$ cat config.mk
export PLATFORM = sky130hd
export DESIGN_NAME = rf_write_arbiter
export DESIGN_NICKNAME = d
export VERILOG_FILES = /design/src/rtl/rf_write_arbiter.sv
export SDC_FILE = /design/constraint.sdc
export NUM_CORES = 1
export LEC_CHECK = 0
export BUFFER_PORTS_ARGS = -buffer_cell sky130_fd_sc_hd__buf_2
export CAP_MARGIN = 10
export CORE_ASPECT_RATIO = 1.4
export CORE_MARGIN = 3
export CORE_UTILIZATION = 35
export DETAILED_ROUTE_END_ITERATION = 16
export GPL_TIMING_DRIVEN = 0
export PLACE_DENSITY = 0.73
export SLEW_MARGIN = 10
export SYNTH_ARGS = -nofsm -noshare
export SYNTH_HDL_FRONTEND = slang
export SYNTH_SLANG_ARGS = --single-unit
export TNS_END_PERCENT = 30
$ cat constraint.sdc
create_clock -name clk -period 2.35 [get_ports clk]
set_clock_uncertainty 0.1 [all_clocks]
set_input_delay 0.235 -clock clk [delete_from_list [all_inputs] [get_ports clk]]
set_output_delay 0.235 -clock clk [all_outputs]
set_load 0.1 [all_outputs]
$ cat src/rtl/rf_write_arbiter.sv
// ---------------------------------------------------------------------------
// rf_write_arbiter
//
// Purpose:
//   Shares the single register-file write port between two writeback sources.
//   Requester 0 is the ALU result path and requester 1 is the memory load
//   return path. A round-robin arbiter grants one requester per cycle. The
//   granted write goes through one registered stage and then drives the
//   reg_file wa/wr/wren pins. wren is an active-low strobe.
//   A saturating counter records how many cycles both requesters were valid
//   at the same time.
//
// Ports:
//   clk          - clock; all state changes on the rising edge
//   rstd         - asynchronous, active-high reset
//   req0_valid   - requester 0 has a write pending
//   req0_addr    - requester 0 destination register
//   req0_data    - requester 0 write data
//   req0_ready   - requester 0 granted this cycle (combinational)
//   req1_valid   - requester 1 has a write pending
//   req1_addr    - requester 1 destination register
//   req1_data    - requester 1 write data
//   req1_ready   - requester 1 granted this cycle (combinational)
//   rf_wa        - reg_file write address (registered)
//   rf_wr        - reg_file write data (registered)
//   rf_wren      - reg_file write strobe, active low (registered)
//   cnt_clr      - synchronous clear of conflict_cnt
//   conflict_cnt - saturating count of cycles in which both requesters were valid
// ---------------------------------------------------------------------------
module rf_write_arbiter #(
    parameter int AW           = 5,
    parameter int DW           = 32,
    parameter int CW           = 16,
    parameter bit ZERO_DISCARD = 1'b1
) (
    input  logic          clk,
    input  logic          rstd,
    input  logic          req0_valid,
    input  logic [AW-1:0] req0_addr,
    input  logic [DW-1:0] req0_data,
    output logic          req0_ready,
    input  logic          req1_valid,
    input  logic [AW-1:0] req1_addr,
    input  logic [DW-1:0] req1_data,
    output logic          req1_ready,
    output logic [AW-1:0] rf_wa,
    output logic [DW-1:0] rf_wr,
    output logic          rf_wren,
    input  logic          cnt_clr,
    output logic [CW-1:0] conflict_cnt
);

    localparam logic [CW-1:0] CNT_MAX = {CW{1'b1}};

    // lastGrant_q holds the index of the most recent winner. It resets to 1
    // so that requester 0 wins the first conflict.
    logic          lastGrant_q, lastGrant_d;
    logic [AW-1:0] rfWa_q,      rfWa_d;
    logic [DW-1:0] rfWr_q,      rfWr_d;
    logic          rfWren_q,    rfWren_d;
    logic [CW-1:0] conflictCnt_q, conflictCnt_d;

    logic          grant0;
    logic          grant1;
    logic          transfer;
    logic [AW-1:0] selAddr;
    logic [DW-1:0] selData;
    logic          discard;

    // Round-robin grant. A lone valid requester always wins. When both are
    // valid, the requester that did not win last time gets the grant. Ready
    // depends only on the valids and the pointer, never on the output stage.
    always_comb begin
        grant0 = req0_valid & (~req1_valid | lastGrant_q);
        grant1 = req1_valid & (~req0_valid | ~lastGrant_q);
    end

    assign req0_ready = grant0;
    assign req1_ready = grant1;
    assign transfer   = grant0 | grant1;

    // Steer the winning requester's address and data into the output stage.
    // A write to register 0 is still accepted when discard is enabled, but
    // it never reaches the port.
    always_comb begin
        selAddr = grant1 ? req1_addr : req0_addr;
        selData = grant1 ? req1_data : req0_data;
        discard = ZERO_DISCARD && (selAddr == '0);
    end

    // Next-state logic. The strobe is active for one cycle per accepted,
    // non-discarded write, so back-to-back transfers keep it low. Address and
    // data keep their previous values when no write is issued.
    always_comb begin
        lastGrant_d   = lastGrant_q;
        rfWa_d        = rfWa_q;
        rfWr_d        = rfWr_q;
        rfWren_d      = 1'b1;
        conflictCnt_d = conflictCnt_q;

        if (transfer) begin
            lastGrant_d = grant1;
            if (!discard) begin
                rfWa_d   = selAddr;
                rfWr_d   = selData;
                rfWren_d = 1'b0;
            end
        end

        // A clear takes priority over a conflict increment. The counter
        // holds at its maximum value instead of wrapping.
        if (cnt_clr) begin
            conflictCnt_d = '0;
        end else if (req0_valid && req1_valid && (conflictCnt_q != CNT_MAX)) begin
            conflictCnt_d = conflictCnt_q + 1'b1;
        end
    end

    // State registers. Reset drops any write that is in flight.
    always_ff @(posedge clk or posedge rstd) begin
        if (rstd) begin
            lastGrant_q   <= 1'b1;
            rfWa_q        <= '0;
            rfWr_q        <= '0;
            rfWren_q      <= 1'b1;
            conflictCnt_q <= '0;
        end else begin
            lastGrant_q   <= lastGrant_d;
            rfWa_q        <= rfWa_d;
            rfWr_q        <= rfWr_d;
            rfWren_q      <= rfWren_d;
            conflictCnt_q <= conflictCnt_d;
        end
    end

    assign rf_wa        = rfWa_q;
    assign rf_wr        = rfWr_q;
    assign rf_wren      = rfWren_q;
    assign conflict_cnt = conflictCnt_q;

endmodule

==> flow_summary.yaml <==
status:
  status: "completed"
clock_network:
  cts_tree: "built"
  cts_inserted_buffers: 5
  clk_latency_ns: 0.30
  path_clk_slew_ns: 0.09
  clock-sinks: 55
  clockRootBuffer: "clkbuf_8"
  clockBufferDepth: 2
  h-tree-depth: 2
  postCtsSetupBuffers: 0
placed_design:
  place_inst: 465
  port_buffers: 133
  place_congestion: 0.826
  place_hpwl_mm: 5.22
  post-place-ws_ns: 0.112
timing:
  slew_viol_final: 0
  setup_violations: 0
  hold_violations: 0
  timing.slew.headroom_pct: 43.8
  final.setup.tns_ns: 0
  setup_ws_ns: 0.211
  min_period_ns: 2.14
  max_freq_mhz: 467
  rsz0062_at_grt: "no"
  fin_crit_sh_pct: 91.0
  tightest_slew_ns: 0.836
layout:
  drive_gt1_share_pct: 65.5
  final_core_util_pct: 48.0
  final_net_count: 453
  diodes: 0
  finalNonFillerCells: 474
  area_growth_pct: 32.9
setup_path:
  critPathLaunchType: "flip-flop"
  endpoint_kind: "output pin"
  critPathMaxFanout: 10
  cp.required_ns: 2.02
  path_class: "flip-flop to output pin"
  worstPathArrival_ns: 1.80
global_routing:
  grt_max_degree: 33
  antenna_found_initial: 0
  grt_pass1_wl_mm: 10.8
  overflow: 0
  grt_pass1_vias: 2373
  grtUsageTotal_pct: 14.5
yosys:
  ys_warn_count: 0
  synth.distinct_cells: 36
  synth-seq-cells: 55
  synth_top_area_cell: "dfrtp_1"
  syn_nets: 311
  syn_area_um2: 2820
  synth_top_area_share_pct: 47.1
  synth-seq-area-share_pct: 49.0
  synth.area.top_cells: "dfrtp_1 (47%), mux2_2 (30%), a21oi_1 (2.1%), dfstp_2 (1.9%), o31ai_1 (1.9%)"
  avgSynthCellArea_um2: 12.2
  synth_cells: 231
power:
  power_frac_comb_pct: 47.3
  swShare_pct: 48.2
  p_switching_w: 0.00149
  power.density_nw_per_um2: 825
  leakagePower_nw: 1.72
  clkPwrFrac_pct: 16.2
  peakVddDrop_mv: 0.390
  p_int_w: 0.00160
  seqPwrFrac_pct: 36.6
floorplan:
  start_util_pct: 36.1
  num_io_pins: 135
  die_area_um2: 9170
  core_um2: 7800
  die_h_um: 112
  rows: 38
  die_x_um: 81.8
detailed_routing:
  drt_pre_antenna_iters: 4
  drc: 0
  drt_iter0_markers: 51
  vias_per_cell: 5.01
  wl_mm: 6.72
  wl_per_cell_um: 14.2
  vias: 2376
  antenna_left: 0
hold_path:
  worstHoldPathType: "input pin to flip-flop"
flow_run:
  drv_cap: 0
## power by group through the flow
stage          Sequential (W)  Clock [W]  Combinational, W
2_1_floorplan         0.00205          0          0.000293
3_3_place_gp          0.00114          0           0.00145
6_report              0.00113   0.000499           0.00146
4_1_cts               0.00113   0.000533           0.00147
3_5_place_dp          0.00115          0           0.00147
5_1_grt               0.00115   0.000566           0.00151
## final timing paths
| check | startpoint | slack [ns] | cells after the start | to |
|---|---|---|---|---|
| max | lastGrant_q | 0.21 | 4 | req1_ready |
| min | req0_valid | 0.06 | 2 | lastGrant_q |
| max reg2reg | conflict_cnt[0] | 0.31 | 5 | conflict_cnt[8] |
| min reg2reg | conflict_cnt[14] | 0.40 | 1 | conflict_cnt[14] |
| max in group asynchronous | rstd | 1.15 | 4 | conflict_cnt[14] |
| min in group asynchronous | rstd | 0.43 | 3 | rf_wr[19] |
## metrics by stage
stage / power (W) / hold slack [ns] / cell area [um2]
floorplan: 0.00234 / 0.209 / 2840
global placement: 0.00259 / 0.363 / 3630
detailed placement: 0.00262 / 0.217 / 3650
CTS: 0.00313 / 0.0494 / 3740
global route: 0.00323 / 0.0635 / 3740
finish: 0.00309 / 0.0610 / 3740
## final cells by class
cell class	count	area, um2
fill	754	4060
sequential	55	1400
multi-input combinational	159	1360
timing repair buffer	135	698
tap	100	125
clock buffer	7	76.3
buffer	11	56.3
inverter	6	22.5
clock inverter	1	5.00
## worst max-delay path, stage by stage (launching register included)
cell and delay, ns:
dfstp_2 0.39, a21boi_1 0.26, buf_4 0.25, buf_2 0.27, buf_4 0.34
## kinds of logic (layout without fill, tap and decap cells)
logic type	count (synthesis)	in the layout	synth area share (%)
AO/OA/AOI/OAI	31	31	6.49
flip-flops	55	55	49.0
buffers and inverters	17	160	2.71
multiplexers	75	75	30.0
AND/OR/NAND/NOR	52	52	11.4
adder cells (fa/ha/maj)	1	1	0.444
## metal layers
layer / part of all wire [%] / up-vias / track usage, % / wire, um
li1: - / 1135 / - / -
met1: 39 / 1157 / 16.4 / 2610
met2: 55 / 80 / 27.1 / 3670
met3: 5.8 / 4 / 2.65 / 389
met4: 0.71 / 0 / 3.66 / 48
met5: 0 / - / 0 / 0
## Yosys cell counts, drive strengths merged
library cell	n
nor4	2
buf	8
nand4	3
inv	6
and3	2
and4	3
ha	1
nor3	2
or4b	1
nor2b	2
dfrtp	53
or3	5
nand4b	1
nand2b	1
or4	8
a31oi	1
a21boi	1
nor2	7
a41oi	1
nor4b	1
clkbuf	3
o21ai	8
mux2	75
o31ai	7
nand3	5
dfstp	2
a211oi	1
nand2	8
or3b	1
a21oi	12
## timing repair
action                                  CTS  global route
hold buffers                              1             0
hold endpoints to repair                 21             0
resized for setup                         2             1
endpoints found under the setup margin    1             1
## layout by cell type, fill, tap and decap left out, types with 2 or more instances in the layout
cell type,count
buf_2,135
mux2_2,75
dfrtp_1,38
dfrtp_2,15
a21oi_1,12
nand2_1,8
nor2_1,7
o21ai_0,7
o31ai_1,7
or4_1,6
nand3_1,5
clkbuf_1,5
or3_1,5
inv_1,5
clkbuf_8,5
buf_4,4
nand4_1,2
nor4_1,2
buf_1,2
and3_1,2
nor3_1,2
and4_1,2
or4_2,2
nor2b_1,2
dfstp_2,2
## state kept, by name, summed over array words and instances (netlist names)
signal        flops
rf_wr            32
lastGrant_q       1
rf_wren           1
conflict_cnt     16
rf_wa             5
Power figures use the tool's default switching activity.
